`src/rtl/am25ls2521_matchctl_pkg.sv`:
```
// Shared types for the am25ls2521 match controller:
// state encodings and the prioritised command decode.
package am25ls2521_matchctl_pkg;

    typedef enum logic [1:0] {
        ST_IDLE  = 2'b00,
        ST_ARMED = 2'b01,
        ST_HIT   = 2'b10
    } state_t;

    typedef enum logic [1:0] {
        CMD_NONE  = 2'd0,
        CMD_LOAD  = 2'd1,
        CMD_ABORT = 2'd2,
        CMD_MATCH = 2'd3
    } cmd_t;

    // Load beats abort beats match; eq_ is only looked at under strb.
    function automatic cmd_t decode_cmd(
        input logic ld_n,
        input logic nz,
        input logic strb,
        input logic eq_n
    );
        cmd_t c;
        if (!ld_n && nz)
            c = CMD_LOAD;
        else if (!ld_n)
            c = CMD_ABORT;
        else if (strb && !eq_n)
            c = CMD_MATCH;
        else
            c = CMD_NONE;
        return c;
    endfunction

endpackage

```
`src/rtl/am25ls2521_matchctl_cnt.sv`:
```
// Loadable down-counter for the match controller;
// flags q==1 so the FSM knows the next match is the last.
module am25ls2521_matchctl_cnt #(
    parameter int WIDTH = 8
) (
    input  logic             clk,
    input  logic             clr_,
    input  logic             ld,
    input  logic             dec,
    input  logic [WIDTH-1:0] d,
    output logic [WIDTH-1:0] q,
    output logic             one
);

    logic [WIDTH-1:0] r_q;

    always_ff @(posedge clk or negedge clr_) begin
        if (!clr_)
            r_q <= '0;
        else if (ld)
            r_q <= d;
        else if (dec)
            r_q <= r_q - 1'b1;
    end

    assign q   = r_q;
    assign one = (r_q == WIDTH'(1));

endmodule

```
`src/rtl/am25ls2521_matchctl.sv`:
```
// Match controller: arms on a nonzero load, counts qualified
// comparator matches down, then holds a latched hit until acked.
module am25ls2521_matchctl
    import am25ls2521_matchctl_pkg::*;
#(
    parameter int WIDTH = 8
) (
    input  logic             clk,
    input  logic             clr_,
    input  logic             eq_,
    input  logic             strb,
    input  logic             ld_,
    input  logic [WIDTH-1:0] cnt_d,
    input  logic             ack_,
    output logic             cmp_en_,
    output logic             hit_,
    output logic             busy,
    output logic [WIDTH-1:0] cnt_q
);

    state_t r_state;
    state_t w_state_nxt;
    cmd_t   w_cmd;
    logic   w_ld;
    logic   w_dec;
    logic   w_one;

    assign w_cmd = decode_cmd(ld_, |cnt_d, strb, eq_);

    always_ff @(posedge clk or negedge clr_) begin
        if (!clr_)
            r_state <= ST_IDLE;
        else
            r_state <= w_state_nxt;
    end

    always_comb begin
        w_state_nxt = r_state;
        w_ld        = 1'b0;
        w_dec       = 1'b0;
        case (r_state)
            ST_IDLE: begin
                if (w_cmd == CMD_LOAD) begin
                    w_ld        = 1'b1;
                    w_state_nxt = ST_ARMED;
                end
            end
            ST_ARMED: begin
                case (w_cmd)
                    CMD_LOAD:  w_ld = 1'b1;
                    CMD_ABORT: w_state_nxt = ST_IDLE;
                    CMD_MATCH: begin
                        w_dec = 1'b1;
                        if (w_one)
                            w_state_nxt = ST_HIT;
                    end
                    default: ;
                endcase
            end
            ST_HIT: begin
                if (!ack_)
                    w_state_nxt = ST_IDLE;
            end
            default: w_state_nxt = ST_IDLE;
        endcase
    end

    // Pure decode of the state register; 2'b11 looks like IDLE.
    always_comb begin
        cmp_en_ = 1'b1;
        hit_    = 1'b1;
        busy    = 1'b0;
        case (r_state)
            ST_ARMED: begin
                cmp_en_ = 1'b0;
                busy    = 1'b1;
            end
            ST_HIT:  hit_ = 1'b0;
            default: ;
        endcase
    end

    am25ls2521_matchctl_cnt #(
        .WIDTH(WIDTH)
    ) u_cnt (
        .clk (clk),
        .clr_(clr_),
        .ld  (w_ld),
        .dec (w_dec),
        .d   (cnt_d),
        .q   (cnt_q),
        .one (w_one)
    );

endmodule

```
`config.mk`:
```
export PLATFORM = sky130hd
export DESIGN_NAME = am25ls2521_matchctl
export DESIGN_NICKNAME = d
export VERILOG_FILES = /design/src/rtl/am25ls2521_matchctl_pkg.sv /design/src/rtl/am25ls2521_matchctl_cnt.sv /design/src/rtl/am25ls2521_matchctl.sv
export SDC_FILE = /design/constraint.sdc
export NUM_CORES = 1
export LEC_CHECK = 0
export ABC_AREA = 1
export ABC_CLOCK_PERIOD_IN_PS = 1300
export CAP_MARGIN = 10
export CORE_MARGIN = 2
export CORE_UTILIZATION = 40
export CTS_CLUSTER_DIAMETER = 80
export CTS_CLUSTER_SIZE = 8
export DETAILED_ROUTE_END_ITERATION = 10
export HOLD_SLACK_MARGIN = 0.15
export PLACE_DENSITY = 0.74
export SETUP_SLACK_MARGIN = 0.4
export SLEW_MARGIN = 20
export SYNTH_ARGS = -nofsm -noshare
export SYNTH_HDL_FRONTEND = slang
export SYNTH_SLANG_ARGS = --single-unit
```
`constraint.sdc`:
```
create_clock -name clk -period 1.3 [get_ports clk]
set_clock_uncertainty 0.1 [all_clocks]
set_input_delay 0.13 -clock clk [delete_from_list [all_inputs] [get_ports clk]]
set_output_delay 0.13 -clock clk [all_outputs]
set_load 0.05 [all_outputs]
```
==> flow_metrics.py, run 1 <==
metrics = {
    "yosys": {
        "ys_warn_count": 0,
        "synth_ff_type": "dfrtp_1",
        "synthDistinctLibCells": 19,
        "synth-async-reset-ratio": 1.000,
        "synthesis.area_um2": 738.2,
        "synth_edf_count": 0,
        "synth-seq-cells": 10,
        "syn_inst": 107,
        "syn_avg_cell_area_um2": 6.899,
        "syn-num-nets": 123,
        "yosysSeqAreaShare": 0.3390,
    },
    "clock_network": {
        "cts.sinks": 10,
        "numCtsBuffers": 3,
        "cts_resized": 63,
        "cts_setup_buffers": 23,
        "cts_root_buf": "clkbuf_4",
        "cts.path.max_buffers": 2,
        "htreeDepth": 1,
    },
    "placed_design": {
        "placed_area_mm2": 0.001331,
        "dp_hpwl_um": 1719,
        "io_buffer_count": 24,
        "place.gp.congestion": 0.8915,
    },
    "floorplan": {
        "die_y_um": 46.96,
        "die_w_um": 46.96,
        "rows": 15,
        "start_util": 0.4275,
        "ioPinCount": 25,
    },
    "run_status": {
        "error_message": "[ERROR DPL-0033] detailed placement checks failed during check placement.",
        "status": "aborted with a tool error",
        "haltStage": "clock tree synthesis",
    },
}
[per-stage QoR]
| step | std cells | setup slack [ns] | utilization | TNS, ns |
|---|---|---|---|---|
| floorplan | 107 | -0.3799 | - | -1.455 |
| global placement | 177 | -0.2678 | 0.7710 | -2.367 |
| detailed placement | 177 | -0.3569 | 0.7710 | -2.970 |
[Yosys cell counts, drive strengths merged (2+ instances only)]
library cell / number / area share
xnor2: 3 / 0.036
nand4: 3 / 0.025
nand3: 17 / 0.12
nand2: 27 / 0.16
nor2: 24 / 0.15
dfrtp: 10 / 0.34
o21ai: 5 / 0.034
ha: 2 / 0.034
inv: 12 / 0.061
[cells by family after synthesis]
logic type,after synthesis,share of synthesized area
buffers and inverters,13,0.07627
AND/OR/NAND/NOR,72,0.4627
adder cells (fa/ha/maj),2,0.03389
flip-flops,10,0.3390
AO/OA/AOI/OAI,6,0.04067
XOR/XNOR,4,0.04747
==> inputs of run 2 (changes only) <==
Settings changed: ABC_CLOCK_PERIOD_IN_PS 1300 to 1690, CORE_AREA set to 2 2 63 65, CORE_MARGIN 2 to not set, CORE_UTILIZATION 40 to not set, CTS_CLUSTER_DIAMETER 80 to not set, CTS_CLUSTER_SIZE 8 to not set, DIE_AREA set to 0 0 65 67, HOLD_SLACK_MARGIN 0.15 to not set, PLACE_DENSITY 0.74 to not set, PLACE_DENSITY_LB_ADDON set to 0.15, SETUP_SLACK_MARGIN 0.4 to not set.
Clock period 1.3 ns to 1.69 ns, I/O delays scaled along.
==> run 2 against run 1 <==
  * The flow now finishes without violations
  * Synthesized cell count unchanged
  * Area after synthesis stayed put
==> flow_metrics.py, run 2 <==
metrics = {
    "clock_network": {
        "numCtsBuffers": 3,
        "cts_setup_buffers": 0,
        "holdBufCountCts": 0,
        "clock_latency_ns": 0.23,
        "cts_root_buf": "clkbuf_8",
        "cts.sinks": 10,
        "clk_pin_slew_worst_paths_ns": 0.05,
        "cts_tree": "yes",
        "cts.path.max_buffers": 2,
        "cts_resized": 0,
        "htreeDepth": 1,
    },
    "power": {
        "p_sw_frac": 0.4404,
        "peakVddDrop_mv": 0.5650,
        "combPwrFrac": 0.525,
        "power_leakage_nw": 0.5301,
        "p_per_area_mw_per_mm2": 1243,
        "switching_power_w": 0.0006063,
        "p_seq_frac": 0.258,
        "p_int_w": 0.0007706,
        "p_clk_frac": 0.216,
    },
    "yosys": {
        "ys_warn_count": 0,
        "synth-seq-cells": 10,
        "synth.area.top_cells": "dfrtp_1 34%, nand2_1 12%, nand3_1 12%",
        "yosysSeqAreaShare": 0.3390,
        "synth_most_common_cell": "nand2_1",
        "synth_compound_area_frac": 0.04068,
        "yosysTopAreaCell": "dfrtp_1",
        "synthDistinctLibCells": 19,
        "syn-num-nets": 123,
        "synthTopCellsByCount": "24 x nand2_1, 19 x nor2_1, 17 x nand3_1, 10 x dfrtp_1, 9 x inv_1",
        "muxShareOfSynthArea": 0,
        "syn_avg_cell_area_um2": 6.899,
        "synth_ff_type": "dfrtp_1",
        "synth-async-reset-ratio": 1.000,
        "synthSimpleGateAreaFrac": 0.4627,
        "synth-adder-area-share": 0.03390,
        "post-synth-top-area-fraction": 0.3390,
        "synth_edf_count": 0,
        "synth_top_family_by_area": "simple AND/OR/NAND/NOR gates",
        "synthesis.area_um2": 738.2,
        "synthXorXnorAreaFrac": 0.04746,
        "syn_inst": 107,
    },
    "layout": {
        "final_layout_size_suffix_gt1_frac": 0.2059,
        "diodes": 0,
        "fin_area_mm2": 0.001107,
        "final_common_cell": "nand2_1",
        "syn_to_final_growth_pct": 50.00,
        "fin_util": 0.3071,
        "largest_reg_flops": 8,
        "nNetsFinal": 153,
        "fin_cells": 184,
        "mostFrequentLayoutCells": "24 x nand2_1, 19 x nor2_1, 17 x nand3_1",
    },
    "job": {
        "drv_cap": 0,
    },
    "global_routing": {
        "overflow": 0,
        "grt_usage": 0.1026,
        "antenna_found_initial": 0,
        "grt_pass1_wl_um": 3394,
        "grt_max_degree": 13,
        "grt_pass1_vias": 754,
    },
    "detailed_routing": {
        "drt_iter0_markers": 41,
        "dr.pass1.iters": 4,
        "drc_errors": 0,
        "vias": 769,
        "viasPerCell": 4.179,
        "routedWlPerCell_um": 10.42,
        "ant_nets": 0,
        "drt-total-wl_um": 1918,
    },
    "critical_path": {
        "path_class": "register to primary output",
        "critPathTopFamily": "flip-flops",
        "timing.critical_path.arrival_ns": 1.16,
        "startpoint_type": "register",
        "critPathMaxFanout": 5,
        "crit_slowest_cell": "dfrtp_1",
        "cp-end-kind": "primary output",
        "timing.reg2reg.setup_slack_ns": 0.28,
        "crit_chain": "nor2_4 > inv_1 > buf_12",
        "max_stage_delay_ns": 0.45,
        "required_ns": 1.42,
        "crit_buf_inv": 2,
    },
    "hold_path": {
        "min_path_type": "input pin to async pin",
    },
    "placed_design": {
        "dp_hpwl_um": 1556,
        "io_buffer_count": 24,
        "placed_area_mm2": 0.001052,
        "place.gp.congestion": 0.8340,
        "dp.cells": 180,
    },
    "timing": {
        "period_share": 0.8443,
        "rsz0062_at_grt": "no",
        "fin_hold_ws_ns": 0.1594,
        "relSlewSlack": 0.6844,
        "worst_pin_slew_ns": 0.4719,
        "slew_violations": 0,
        "max_freq_mhz": 700.8,
        "hold_violations": 0,
        "min_period_ns": 1.427,
        "finalSetupTns_ns": 0,
        "setup_violations": 0,
    },
    "run_status": {
        "status": "complete, no violations",
    },
    "floorplan": {
        "rows": 22,
        "dieArea_mm2": 0.004355,
        "ioPinCount": 25,
        "floorplan.core_area_mm2": 0.003606,
        "die_y_um": 67,
        "start_util": 0.2047,
        "die_w_um": 65,
    },
}
==> run 2: through the flow <==
step / power, W / worst slack, ns
finish: 0.001377 / 0.2631
global route: 0.001485 / 0.07705
CTS: 0.001391 / 0.2484
detailed placement: 0.001087 / 0.05947
global placement: 0.001093 / 0.07880
floorplan: 0.0008122 / 0.006985
==> run 2: cell families (layout without fill, tap and decap cells) <==
group / after synthesis / in the layout
and+or+nand+nor: 72 / 72
buffers and inverters: 13 / 42
DFF: 10 / 10
AOI/OAI and AO/OA: 6 / 6
xor gates and xnor gates: 4 / 4
adders and majority gates: 2 / 2
==> run 2: metal layers <==
layer / part of all wire / vias to the layer above / track usage / wire length [µm]
met3: 0.064 / 4 / 0.02196 / 123
li1: - / 397 / - / -
met5: 0 / - / 0 / 0
met2: 0.44 / 25 / 0.1585 / 840
met1: 0.48 / 343 / 0.1315 / 913
met4: 0.021 / 0 / 0.05851 / 40
==> run 2: final timing paths <==
path,startpoint,endpoint,depth (start not counted)
worst max register to register,u_cnt.q[0],u_cnt.q[6],7
min in group clk,r_state[0],r_state[0],2
max in group asynchronous,clr_,u_cnt.q[7],1
worst min register to register,r_state[0],r_state[0],2
worst min-delay path,clr_,u_cnt.q[2],1
worst max-delay path,r_state[1],cmp_en_,3
==> run 2: cell type report <==
| cell class | instances | area, µm² |
|---|---|---|
| Clock buffer | 4 | 55.05 |
| Timing Repair Buffer | 26 | 265.3 |
| Multi-Input combinational cell | 84 | 431.7 |
| Tap cell | 48 | 60.06 |
| Fill cell | 401 | 2499 |
| Sequential cell | 10 | 250.2 |
| Inverter | 12 | 45.04 |
==> run 2: power groups by stage <==
stage          sequential (W)  combinational (W)  clock (W)
4_1_cts              0.000357           0.000731   0.000304
3_5_place_dp         0.000360           0.000727          0
2_1_floorplan        0.000475           0.000337          0
5_1_grt              0.000367           0.000791   0.000328
6_report             0.000356           0.000723   0.000298
3_3_place_gp         0.000362           0.000731          0
No activity file was read; power rests on OpenSTA's default activity.
